## config.mk

```make
export PLATFORM = sky130hd
export DESIGN_NAME = fadd_sched_flat
export DESIGN_NICKNAME = d
export VERILOG_FILES = /design/src/rtl/fadd_sched_if.sv /design/src/rtl/fadd_sched.sv /design/src/flat_wrapper.sv
export SDC_FILE = /design/constraint.sdc
export NUM_CORES = 1
export LEC_CHECK = 0
export BUFFER_PORTS_ARGS = -buffer_cell sky130_fd_sc_hd__clkbuf_2
export CAP_MARGIN = 20
export CELL_PAD_IN_SITES_DETAIL_PLACEMENT = 0
export CELL_PAD_IN_SITES_GLOBAL_PLACEMENT = 1
export CORE_MARGIN = 2
export CORE_UTILIZATION = 34
export DETAILED_ROUTE_END_ITERATION = 10
export GPL_TIMING_DRIVEN = 0
export PLACE_DENSITY_LB_ADDON = 0.1
export SLEW_MARGIN = 0
export SYNTH_ARGS = -nofsm -noshare
export SYNTH_HDL_FRONTEND = slang
export SYNTH_SLANG_ARGS = --single-unit
```

## constraint.sdc

```tcl
create_clock -name clk -period 5.49 [get_ports clk]
set_clock_uncertainty 0.05 [all_clocks]
set_input_delay 0.2745 -clock clk [delete_from_list [all_inputs] [get_ports clk]]
set_output_delay 0.2745 -clock clk [all_outputs]
set_load 0.05 [all_outputs]
```

## src/rtl/fadd_sched_if.sv

```systemverilog
// Bundle of requester, adder and response signals for fadd_sched.
// slave is the scheduler's view; master is the surrounding system's view.
interface fadd_sched_if #(
  parameter int CNT_W = 16
);
  logic             req_valid_0;
  logic             req_valid_1;
  logic             req_ready_0;
  logic             req_ready_1;
  logic [31:0]      req_x1_0;
  logic [31:0]      req_x2_0;
  logic [31:0]      req_x1_1;
  logic [31:0]      req_x2_1;
  logic             req_op_0;
  logic             req_op_1;
  logic [31:0]      fadd_x1;
  logic [31:0]      fadd_x2;
  logic [31:0]      fadd_y;
  logic             resp_valid_0;
  logic             resp_valid_1;
  logic [31:0]      resp_y;
  logic [CNT_W-1:0] issue_cnt_0;
  logic [CNT_W-1:0] issue_cnt_1;
  logic             idle;

  modport slave (
    input  req_valid_0, req_valid_1, req_x1_0, req_x2_0, req_x1_1, req_x2_1,
           req_op_0, req_op_1, fadd_y,
    output req_ready_0, req_ready_1, fadd_x1, fadd_x2, resp_valid_0,
           resp_valid_1, resp_y, issue_cnt_0, issue_cnt_1, idle
  );

  modport master (
    output req_valid_0, req_valid_1, req_x1_0, req_x2_0, req_x1_1, req_x2_1,
           req_op_0, req_op_1, fadd_y,
    input  req_ready_0, req_ready_1, fadd_x1, fadd_x2, resp_valid_0,
           resp_valid_1, resp_y, issue_cnt_0, issue_cnt_1, idle
  );
endinterface

```

## src/rtl/fadd_sched.sv

```systemverilog
// Round-robin scheduler sharing one 2-stage FP adder between two requesters.
// Define FADD_SCHED_SUB_EN to let req_op_* select subtract (x1 - x2).
module fadd_sched #(
  parameter int CNT_W = 16
) (
  input logic         clk,
  input logic         rst_n,
  fadd_sched_if.slave bus
);

  logic             grant_s;
  logic             ready_0_s;
  logic             ready_1_s;
  logic             hs_s;
  logic [31:0]      x1_s;
  logic [31:0]      x2_s;
  logic             op_s;
  logic [31:0]      x2_cond_s;
  logic             last_r;
  logic [31:0]      fadd_x1_r;
  logic [31:0]      fadd_x2_r;
  logic [2:0]       pv_r;
  logic [2:0]       ptag_r;
  logic [CNT_W-1:0] cnt_0_r;
  logic [CNT_W-1:0] cnt_1_r;

  // Subtraction is addition with the second operand's sign flipped.
  function automatic logic [31:0] negate_if(input logic [31:0] x, input logic neg);
    return {x[31] ^ neg, x[30:0]};
  endfunction

  // Grant: sole valid requester wins; on contention the one not granted last time.
  always_comb begin
    grant_s = 1'b0;
    if (bus.req_valid_0 && bus.req_valid_1) begin
      grant_s = ~last_r;
    end else if (bus.req_valid_1) begin
      grant_s = 1'b1;
    end else begin
      grant_s = 1'b0;
    end
  end

  assign ready_0_s = rst_n & bus.req_valid_0 & ~grant_s;
  assign ready_1_s = rst_n & bus.req_valid_1 & grant_s;
  assign hs_s      = ready_0_s | ready_1_s;

  // Operand select for the granted requester.
  always_comb begin
    x1_s = bus.req_x1_0;
    x2_s = bus.req_x2_0;
    op_s = bus.req_op_0;
    if (grant_s) begin
      x1_s = bus.req_x1_1;
      x2_s = bus.req_x2_1;
      op_s = bus.req_op_1;
    end else begin
      x1_s = bus.req_x1_0;
      x2_s = bus.req_x2_0;
      op_s = bus.req_op_0;
    end
  end

`ifdef FADD_SCHED_SUB_EN
  assign x2_cond_s = negate_if(x2_s, op_s);
`else
  assign x2_cond_s = negate_if(x2_s, 1'b0);
  logic unused_op_s;
  assign unused_op_s = op_s;
`endif

  // Adder operand registers and round-robin pointer, updated only on a handshake.
  always_ff @(posedge clk or negedge rst_n) begin
    if (!rst_n) begin
      fadd_x1_r <= 32'h0000_0000;
      fadd_x2_r <= 32'h0000_0000;
      last_r    <= 1'b1;
    end else if (hs_s) begin
      fadd_x1_r <= x1_s;
      fadd_x2_r <= x2_cond_s;
      last_r    <= grant_s;
    end
  end

  // Valid/tag shift register matching operand register plus adder latency.
  always_ff @(posedge clk or negedge rst_n) begin
    if (!rst_n) begin
      pv_r   <= 3'b000;
      ptag_r <= 3'b000;
    end else begin
      pv_r   <= {pv_r[1:0], hs_s};
      ptag_r <= {ptag_r[1:0], grant_s};
    end
  end

  // Per-requester issue counters, wrapping naturally at 2^CNT_W.
  always_ff @(posedge clk or negedge rst_n) begin
    if (!rst_n) begin
      cnt_0_r <= {CNT_W{1'b0}};
      cnt_1_r <= {CNT_W{1'b0}};
    end else begin
      if (ready_0_s) begin
        cnt_0_r <= cnt_0_r + {{(CNT_W-1){1'b0}}, 1'b1};
      end
      if (ready_1_s) begin
        cnt_1_r <= cnt_1_r + {{(CNT_W-1){1'b0}}, 1'b1};
      end
    end
  end

  assign bus.req_ready_0  = ready_0_s;
  assign bus.req_ready_1  = ready_1_s;
  assign bus.fadd_x1      = fadd_x1_r;
  assign bus.fadd_x2      = fadd_x2_r;
  assign bus.resp_valid_0 = pv_r[2] & ~ptag_r[2];
  assign bus.resp_valid_1 = pv_r[2] & ptag_r[2];
  assign bus.resp_y       = bus.fadd_y;
  assign bus.issue_cnt_0  = cnt_0_r;
  assign bus.issue_cnt_1  = cnt_1_r;
  assign bus.idle         = ~hs_s & ~(|pv_r);

endmodule

```

## src/flat_wrapper.sv

```systemverilog
// flat-port wrapper written by rule: the top's interface ports become plain ports
module fadd_sched_flat 
#(
  parameter int CNT_W = 16
)
  (clk, rst_n, bus_req_valid_0, bus_req_valid_1, bus_req_x1_0, bus_req_x2_0, bus_req_x1_1, bus_req_x2_1, bus_req_op_0, bus_req_op_1, bus_fadd_y, bus_req_ready_0, bus_req_ready_1, bus_fadd_x1, bus_fadd_x2, bus_resp_valid_0, bus_resp_valid_1, bus_resp_y, bus_issue_cnt_0, bus_issue_cnt_1, bus_idle);
  fadd_sched_if #(.CNT_W(CNT_W)) bus_i ();
  input logic clk;
  input logic rst_n;
  input wire logic [$bits(bus_i.req_valid_0)-1:0] bus_req_valid_0;
  input wire logic [$bits(bus_i.req_valid_1)-1:0] bus_req_valid_1;
  input wire logic [$bits(bus_i.req_x1_0)-1:0] bus_req_x1_0;
  input wire logic [$bits(bus_i.req_x2_0)-1:0] bus_req_x2_0;
  input wire logic [$bits(bus_i.req_x1_1)-1:0] bus_req_x1_1;
  input wire logic [$bits(bus_i.req_x2_1)-1:0] bus_req_x2_1;
  input wire logic [$bits(bus_i.req_op_0)-1:0] bus_req_op_0;
  input wire logic [$bits(bus_i.req_op_1)-1:0] bus_req_op_1;
  input wire logic [$bits(bus_i.fadd_y)-1:0] bus_fadd_y;
  output wire logic [$bits(bus_i.req_ready_0)-1:0] bus_req_ready_0;
  output wire logic [$bits(bus_i.req_ready_1)-1:0] bus_req_ready_1;
  output wire logic [$bits(bus_i.fadd_x1)-1:0] bus_fadd_x1;
  output wire logic [$bits(bus_i.fadd_x2)-1:0] bus_fadd_x2;
  output wire logic [$bits(bus_i.resp_valid_0)-1:0] bus_resp_valid_0;
  output wire logic [$bits(bus_i.resp_valid_1)-1:0] bus_resp_valid_1;
  output wire logic [$bits(bus_i.resp_y)-1:0] bus_resp_y;
  output wire logic [$bits(bus_i.issue_cnt_0)-1:0] bus_issue_cnt_0;
  output wire logic [$bits(bus_i.issue_cnt_1)-1:0] bus_issue_cnt_1;
  output wire logic [$bits(bus_i.idle)-1:0] bus_idle;
  assign bus_i.req_valid_0 = bus_req_valid_0;
  assign bus_i.req_valid_1 = bus_req_valid_1;
  assign bus_i.req_x1_0 = bus_req_x1_0;
  assign bus_i.req_x2_0 = bus_req_x2_0;
  assign bus_i.req_x1_1 = bus_req_x1_1;
  assign bus_i.req_x2_1 = bus_req_x2_1;
  assign bus_i.req_op_0 = bus_req_op_0;
  assign bus_i.req_op_1 = bus_req_op_1;
  assign bus_i.fadd_y = bus_fadd_y;
  assign bus_req_ready_0 = bus_i.req_ready_0;
  assign bus_req_ready_1 = bus_i.req_ready_1;
  assign bus_fadd_x1 = bus_i.fadd_x1;
  assign bus_fadd_x2 = bus_i.fadd_x2;
  assign bus_resp_valid_0 = bus_i.resp_valid_0;
  assign bus_resp_valid_1 = bus_i.resp_valid_1;
  assign bus_resp_y = bus_i.resp_y;
  assign bus_issue_cnt_0 = bus_i.issue_cnt_0;
  assign bus_issue_cnt_1 = bus_i.issue_cnt_1;
  assign bus_idle = bus_i.idle;
  fadd_sched #(.CNT_W(CNT_W)) u_core (.clk(clk), .rst_n(rst_n), .bus(bus_i));
endmodule
```

==> results.json, run 1 <==
{
  "cts_htree_levels": 3,
  "drv_cap": 0,
  "synth.area.top_cells": "dfrtp_1, mux2i_1, o21ai_0",
  "pwr_density_cell_nw_per_um2": 383,
  "fin_setup_tns_ps": 0,
  "tritoncts": "built",
  "clk_pin_slew_ps": 70,
  "grt_setup_unrepaired": "no",
  "cts_root_buf": "clkbuf_16",
  "reg2reg_depth": 4,
  "dieArea_um2": 15300,
  "totalWireLength_um": 13400,
  "post_cts_buffers": 0,
  "dr.first_iter.drc_count": 128,
  "worst_path_max_delay_cell": "clkbuf_8",
  "drive_gt1_frac": 0.456,
  "grt_usage": 0.169,
  "critPathRequiredTime_ps": 5170,
  "num_antenna_cells": 0,
  "placement.io_buffers": 264,
  "io_pins": 299,
  "grt_first_pass_wirelength_um": 19500,
  "p_total_mw": 2.59,
  "p_int_mw": 1.56,
  "worstHoldPathType": "primary input to async pin",
  "drc": 0,
  "dr.pass1.iters": 5,
  "ff2ff_setup_slack_ps": 3630,
  "switchingPower_mw": 1.03,
  "leakagePower_nw": 3.67,
  "cts_buffers": 9,
  "p_sw_frac": 0.398,
  "post-place-ws_ps": 2590,
  "min_period_ps": 2790,
  "grt_overflow_total": 0,
  "die_h_um": 124,
  "dp_hpwl_um": 10500,
  "cp_num_buf_inv": 6,
  "num_vias": 4215,
  "drv_slew": 0,
  "worstMarginPinSlew_ps": 811,
  "antenna_found_initial": 0,
  "status": "finished, violations left",
  "gp_congestion": 0.728,
  "core_region_area_um2": 13900,
  "syn_area_um2": 4860,
  "nets": 897,
  "postCtsHoldBufs": 0,
  "clockBufferDepth": 2,
  "clk_latency_ps": 340,
  "r2r_end": "u_core.bus.issue_cnt_0[12]",
  "grt_max_degree": 105,
  "max_stage_delay_ps": 420,
  "crit_fanout": 104,
  "wire_per_inst_um": 14.6,
  "layout_setup_ws_ps": 2700,
  "synth_top_area_share": 0.525,
  "start_util": 0.349,
  "syn_nets": 622,
  "ys_types": 32,
  "cp_data_arrival_time_ps": 2470,
  "power.share.clock": 0.278,
  "crit_family": "buffers and inverters",
  "max_slew_margin": 0.459,
  "grt_pass1_vias": 3880,
  "synth.ff_latch_count": 103,
  "syn_area_per_cell_um2": 10.7,
  "cts_resized": 0,
  "ir_drop_uv": 199,
  "ant_nets": 0,
  "fin_cells": 914,
  "whs_ps": -24.9,
  "violations": "negative hold slack",
  "startpoint_type": "primary input",
  "pwr-share-comb": 0.347,
  "syn_inst": 454,
  "area_growth_syn_to_layout_pct": 39.1,
  "hold_violations": 19,
  "die_w_um": 124,
  "reg2reg_from": "u_core.last_r",
  "path_cells": "clkbuf_8 > buf_4 > o21ai_1 > buf_2 > buf_2 > inv_1 > nor4_1 > clkbuf_2",
  "seqPwrFrac": 0.375,
  "yosysSeqAreaShare": 0.530,
  "period_share": 0.508,
  "clkSinkCount": 103,
  "synth_top_area_cell": "dfrtp_1",
  "setup_violations": 0,
  "yosysWarnings": 0,
  "placed_cells": 898,
  "crit_type": "primary input to output pin",
  "fmax_mhz": 358,
  "via_per_inst": 4.61,
  "synth-main-ff-cell": "dfrtp_1",
  "end_kind": "output pin",
  "synth_edf_count": 0,
  "rows": 43,
  "async_flop_share": 1.00,
  "crit_top_cell": "buf_2"
}
==> area by class of cell <==
class	instances	area [µm²]
sequential	103	2580
tap	180	225
timing repair buffer	264	1330
inverter	5	18.8
clock buffer	14	284
clock inverter	2	60.1
multi-input combinational	290	1900
fill	1373	7170
buffer	56	364
==> logic make-up (layout without fill, tap and decap cells) <==
family / Yosys count / count (layout) / share of synthesized area
and+or+nand+nor: 125 / 125 / 0.125
DFF: 103 / 103 / 0.530
muxes: 66 / 66 / 0.136
buffers and inverters: 61 / 341 / 0.0787
AOI/OAI and AO/OA: 67 / 67 / 0.0703
xor gates and xnor gates: 30 / 30 / 0.0540
adders and majority gates: 2 / 2 / 0.00515
==> worst max path at each step <==
stage	startpoint	end	slack, ps	depth (start not counted)
after floorplan	rst_n	bus_idle	2770	6
after global placement	rst_n	bus_idle	1320	8
after detailed placement	rst_n	bus_idle	2590	8
after CTS	rst_n	bus_idle	2580	8
after global routing	rst_n	bus_idle	2410	8
final	rst_n	bus_idle	2700	8
==> cell usage after synthesis, drive strengths merged (2+ instances only) <==
cell and n:
or2 2, clkbuf 12, nor3 5, xnor2 13, buf 44, nand2 76
nor2 10, mux2i 64, ha 2, mux2 2, nand3 10, o21ai 65
xor2 17, dfrtp 102, nor4 6, and4 5, inv 5, nand4 7
==> sequential cells by signal, indices dropped and copies added (netlist names) <==
register                cells
u_core.bus.fadd_x1         32
u_core.bus.fadd_x2         32
u_core.bus.issue_cnt_0     16
u_core.bus.issue_cnt_1     16
u_core.last_r               1
u_core.ptag_r               3
u_core.pv_r                 3
==> power groups by stage <==
stage	combinational [mW]	clock, mW	sequential, mW
2_1_floorplan	0.263	0	1.36
3_3_place_gp	0.906	0	0.982
3_5_place_dp	0.913	0	0.986
4_1_cts	0.913	0.744	0.973
5_1_grt	0.958	0.771	0.993
6_report	0.900	0.720	0.973
==> worst reg2reg max path: stages, from the launching register on <==
cell and delay (ps):
dfstp_2 540, and2b_4 200, nor4_1 610, nand4_1 190, xnor2_1 150
==> cells in the final DEF, fill, tap and decap left out, drive strengths merged <==
cell,count
a21boi,1
a22o,1
and2,1
and2b,1
and4,5
buf,44
bufinv,2
clkbuf,290
dfrtp,102
dfstp,1
ha,2
inv,5
mux2,2
mux2i,64
nand2,76
nand3,10
nand4,7
nor2,10
nor2b,1
nor3,5
nor4,6
o21ai,65
or2,2
or4,1
xnor2,13
xor2,17
==> metrics by stage <==
step / utilization / cell area [µm²]
after CTS: 0.485 / 6760
final: 0.485 / 6760
after detailed placement: 0.461 / 6420
after global routing: 0.485 / 6760
after floorplan: - / 4860
after global placement: 0.460 / 6410
==> metal layers <==
layer | vias to the layer above | GRT usage | part of all wire
met5 | - | 0 | 0
met1 | 1944 | 0.206 | 0.40
met3 | 16 | 0.0366 | 0.075
li1 | 2064 | - | -
met2 | 191 | 0.294 | 0.51
met4 | 0 | 0.0632 | 0.019
(Power assumes the default switching activity.)
==> run 2: changes to the inputs <==
- CORE_UTILIZATION: 34 -> 31
- clock period: 5.49 -> 2.8 ns (I/O delays scaled with it)
==> run 2 against run 1 <==
Against the previous run:
- the flow still finishes with violations (negative hold slack)
- sequential power rose by 96%
- cell count rose by 3.4%
- first-iteration DRC count fell by 27%
- via count rose by 0.26%
- critical path depth did not move
- highest routed layer unchanged
==> results.json, run 2 (same netlist as run 1, synthesis figures left out) <==
{
  "clk_pin_slew_ps": 70,
  "min_period_ps": 2490,
  "crit_fanout": 104,
  "cts_buffers": 9,
  "layout_common_cells": "clkbuf_2, dfrtp_1, nand2_1",
  "seq_area_um2": 2580,
  "critPathRequiredTime_ps": 2610,
  "layout_setup_ws_ps": 313,
  "startpoint_type": "primary input",
  "tritoncts": "built",
  "max_slew_margin": 0.438,
  "post-place-ws_ps": 198,
  "cts_root_buf": "clkbuf_16",
  "drv_cap": 0,
  "clockBufferDepth": 2,
  "die_h_um": 129,
  "placement.io_buffers": 264,
  "grt_usage": 0.163,
  "leakagePower_nw": 3.63,
  "area_growth_syn_to_layout_pct": 38.6,
  "p_total_mw": 4.88,
  "crit_type": "primary input to output pin",
  "die_w_um": 129,
  "num_antenna_cells": 0,
  "cts_resized": 0,
  "worstMarginPinSlew_ps": 843,
  "drc": 0,
  "pwr_density_cell_nw_per_um2": 724,
  "antenna_found_initial": 0,
  "end_kind": "output pin",
  "fmax_mhz": 402,
  "rows": 45,
  "final_core_util": 0.442,
  "setup_violations": 0,
  "worstHoldPathType": "primary input to async pin",
  "cts_htree_levels": 3,
  "clk_latency_ps": 350,
  "io_pins": 299,
  "dr.pass1.iters": 4,
  "num_vias": 4226,
  "grt_overflow_total": 0,
  "fin_area_um2": 6740,
  "dr.first_iter.drc_count": 94,
  "hold_violations": 102,
  "layout_commonest_cell": "clkbuf_2",
  "totalWireLength_um": 14000,
  "start_util": 0.319,
  "status": "finished, violations left",
  "clkSinkCount": 103,
  "multiInputGateArea_um2": 1900,
  "fill_cells": 1551,
  "post_cts_buffers": 0,
  "grt_pass1_vias": 3994,
  "wire_per_inst_um": 14.8,
  "drive_gt1_frac": 0.458,
  "gp_congestion": 0.741,
  "whs_ps": -177,
  "grt_max_degree": 105,
  "violations": "negative hold slack",
  "core_region_area_um2": 15300,
  "grt_setup_unrepaired": "no",
  "ant_nets": 0,
  "ir_drop_uv": 627,
  "drv_slew": 0,
  "nets": 897,
  "cp_data_arrival_time_ps": 2300,
  "postPlaceCellArea_um2": 6460,
  "grt_first_pass_wirelength_um": 20800,
  "period_share": 0.888,
  "dp_hpwl_um": 10900,
  "dieArea_um2": 16700,
  "via_per_inst": 4.47
}
run 2: cell count changes in the layout (fill, tap and decap cells not counted), sizes merged:
cell,change
clkinv,+2
clkbuf,-5
clkinvlp,+3
bufinv,-2
inv,+2
run 2: metal layers:
metal / global-route usage / vias to the layer above / part of all wire
li1: - / 2063 / -
met1: 0.196 / 1957 / 0.40
met2: 0.280 / 190 / 0.50
met3: 0.0442 / 16 / 0.087
met4: 0.0575 / 0 / 0.014
met5: 0 / - / 0
run 2: through the flow:
step / cells / setup TNS (ps)
floorplan: 454 / 0
global placement: 929 / -83230
detailed placement: 929 / 0
CTS: 945 / 0
global route: 945 / 0
finish: 945 / 0
run 2: path summary, 6_finish.rpt:
| kind | endpoint | start | slack, ps | cells past startpoint |
|---|---|---|---|---|
| worst max-delay path | bus_idle | rst_n | 310 | 8 |
| worst min-delay path | u_core.bus.issue_cnt_0[9] | rst_n | -180 | 1 |
| worst max register to register | u_core.bus.issue_cnt_0[13] | u_core.last_r | 980 | 5 |
| worst min register to register | u_core.ptag_r[1] | u_core.ptag_r[0] | 300 | 0 |
| max in group asynchronous | u_core.bus.fadd_x1[2] | rst_n | 2270 | 1 |
| min in group clk | u_core.bus.fadd_x1[4] | bus_req_x1_0[4] | 20 | 3 |
run 2: critical path, cell delays in order:
cell      delay, ps
clkbuf_8        410
buf_4           350
o21ai_1         180
buf_2           310
buf_2           260
inv_1            80
nor4_1          160
clkbuf_2        330
run 2: area by class of cell:
cell class / instances / share of cell area
inverter: 5 / 0.00278
clock inverter: 7 / 0.00854
multi-input combinational: 290 / 0.282
buffer: 56 / 0.0540
timing repair buffer: 264 / 0.197
tap: 211 / 0.0392
clock buffer: 9 / 0.0334
sequential: 103 / 0.383
run 2: power by group:
part           internal [mW]  total [mW]  switching (mW)
combinational          0.462        1.76            1.30
clock                  0.613        1.21           0.597
sequential              1.71        1.91           0.195
==> run 3: changes to the inputs <==
- CELL_PAD_IN_SITES_DETAIL_PLACEMENT: 0 -> 1
- PLACE_DENSITY: unset -> 0.9
- PLACE_DENSITY_LB_ADDON: 0.1 -> unset
==> run 3 against run 2 <==
Against the previous run:
- the run still ends with negative hold slack left
- maximum frequency increased by 1.6%
- combinational power about the same
- worst setup slack improved by 38 ps
- via count is 3.5% higher
- non-clock buffer count unchanged
- cell count stayed put
- design area is 0.76% higher
- global-route usage is 1.2 points higher
- clock power increased by 12%
- first-iteration DRC count increased by 51%
- largest power group unchanged
==> results.json, run 3 (same netlist as run 1, synthesis figures left out) <==
{
  "startpoint_type": "primary input",
  "grt_first_pass_wirelength_um": 22700,
  "drv_slew": 0,
  "io_pins": 299,
  "ir_drop_uv": 441,
  "ant_nets": 0,
  "num_antenna_cells": 0,
  "worstMarginPinSlew_ps": 665,
  "crit_type": "primary input to output pin",
  "fmax_mhz": 408,
  "start_util": 0.319,
  "max_stage_delay_ps": 320,
  "hold_violations": 102,
  "crit_family": "buffers and inverters",
  "cp_data_arrival_time_ps": 2260,
  "totalWireLength_um": 15100,
  "max_slew_margin": 0.552,
  "num_vias": 4375,
  "cts_htree_levels": 3,
  "clkSinkCount": 103,
  "switchingPower_mw": 2.09,
  "antenna_found_initial": 0,
  "min_period_ps": 2450,
  "power.share.clock": 0.270,
  "core_region_area_um2": 15300,
  "p_int_mw": 2.97,
  "drv_cap": 0,
  "cts_buffers": 9,
  "via_per_inst": 4.63,
  "die_w_um": 129,
  "worstHoldPathType": "primary input to async pin",
  "pwr_density_cell_nw_per_um2": 745,
  "path_cells": "clkbuf_16 > buf_4 > o21ai_1 > clkbuf_4 > buf_2 > inv_1 > nor4_1 > buf_2",
  "post-place-ws_ps": -54.7,
  "crit_fanout": 104,
  "p_sw_frac": 0.414,
  "grt_max_degree": 105,
  "cp_num_buf_inv": 6,
  "critPathRequiredTime_ps": 2610,
  "drc": 0,
  "post_cts_buffers": 0,
  "dr.first_iter.drc_count": 142,
  "tritoncts": "built",
  "cts_root_buf": "clkbuf_16",
  "layout_commonest_cell": "clkbuf_2",
  "layout_common_cells": "clkbuf_2, dfrtp_1, nand2_1",
  "clk_pin_slew_ps": 80,
  "gp_congestion": 0.770,
  "violations": "negative hold slack",
  "worst_path_max_delay_cell": "clkbuf_4",
  "seqPwrFrac": 0.379,
  "status": "finished, violations left",
  "setup_violations": 0,
  "layout_setup_ws_ps": 351,
  "clk_latency_ps": 340,
  "pwr-share-comb": 0.352,
  "postPlaceCellArea_um2": 6460,
  "wire_per_inst_um": 15.9,
  "dieArea_um2": 16700,
  "grt_usage": 0.175,
  "clockBufferDepth": 2,
  "whs_ps": -318,
  "grt_setup_unrepaired": "no",
  "die_h_um": 129,
  "grt_pass1_vias": 4463,
  "period_share": 0.875,
  "leakagePower_nw": 3.67,
  "nets": 897,
  "grt_overflow_total": 0,
  "end_kind": "output pin",
  "drive_gt1_frac": 0.458,
  "area_growth_syn_to_layout_pct": 39.7,
  "final_core_util": 0.445,
  "dr.pass1.iters": 4,
  "crit_top_cell": "buf_2",
  "dp_hpwl_um": 12000,
  "placement.io_buffers": 264,
  "rows": 45,
  "fin_area_um2": 6790
}
-- run 3: cell types whose count changed in the layout (fill, tap and decap cells not counted), sizes merged --
cell      previous run  this run
bufinv               0         2
clkinvlp             3         1
-- run 3: path summary, 6_finish.rpt --
path | slack (ps) | from | cells after the start | to
worst min register to register | 310 | u_core.ptag_r[0] | 0 | u_core.ptag_r[1]
min in group clk | 40 | bus_req_x2_0[5] | 3 | u_core.bus.fadd_x2[5]
max in group asynchronous | 2590 | rst_n | 1 | u_core.bus.fadd_x1[16]
worst max-delay path | 350 | rst_n | 8 | bus_idle
worst min-delay path | -320 | rst_n | 1 | u_core.bus.issue_cnt_0[10]
worst max register to register | 930 | u_core.bus.issue_cnt_0[5] | 4 | u_core.bus.issue_cnt_0[12]
-- run 3: per-stage QoR --
| step | TNS, ps | total power [mW] | instances | hold WS [ps] |
|---|---|---|---|---|
| global route | 0 | 5.31 | 945 | -291 |
| CTS | 0 | 5.12 | 945 | -272 |
| global placement | -81490 | 3.68 | 929 | 284 |
| finish | 0 | 5.06 | 945 | -318 |
| floorplan | 0 | 3.18 | 454 | -206 |
| detailed placement | -54.7 | 3.74 | 929 | 258 |
-- run 3: per-layer routing --
| layer | wire (µm) | vias to the layer above | track usage |
|---|---|---|---|
| li1 | - | 2065 | - |
| met1 | 5890 | 2103 | 0.200 |
| met2 | 7940 | 188 | 0.326 |
| met3 | 994 | 19 | 0.0339 |
| met4 | 239 | 0 | 0.0569 |
| met5 | 0 | - | 0 |
-- run 3: layout make-up --
| class | count | area [µm²] |
|---|---|---|
| Sequential cell | 103 | 2580 |
| Clock inverter | 7 | 95.1 |
| Tap cell | 211 | 264 |
| Inverter | 5 | 18.8 |
| Buffer | 56 | 367 |
| Multi-Input combinational cell | 290 | 1900 |
| Clock buffer | 9 | 225 |
| Fill cell | 1826 | 8470 |
| Timing Repair Buffer | 264 | 1340 |
-- run 3: worst register-to-register path: cells and delay by family, from the launching register on --
family	cells	cell delay (ps)
xor+xnor	1	150
flops	1	470
simple gates	3	1090
-- run 3: repair_timing --
action / CTS / global route
endpoints found under the setup margin: 1 / 1
resized for setup: 1 / 2
pin swaps: 0 / 0
hold endpoints to repair: 102 / 102
-- run 3: power groups by stage --
stage	clock [mW]	combinational (mW)	sequential (mW)
4_1_cts	1.40	1.80	1.92
3_3_place_gp	0	1.76	1.92
2_1_floorplan	0	0.515	2.67
6_report	1.36	1.78	1.92
5_1_grt	1.48	1.89	1.95
3_5_place_dp	0	1.80	1.94
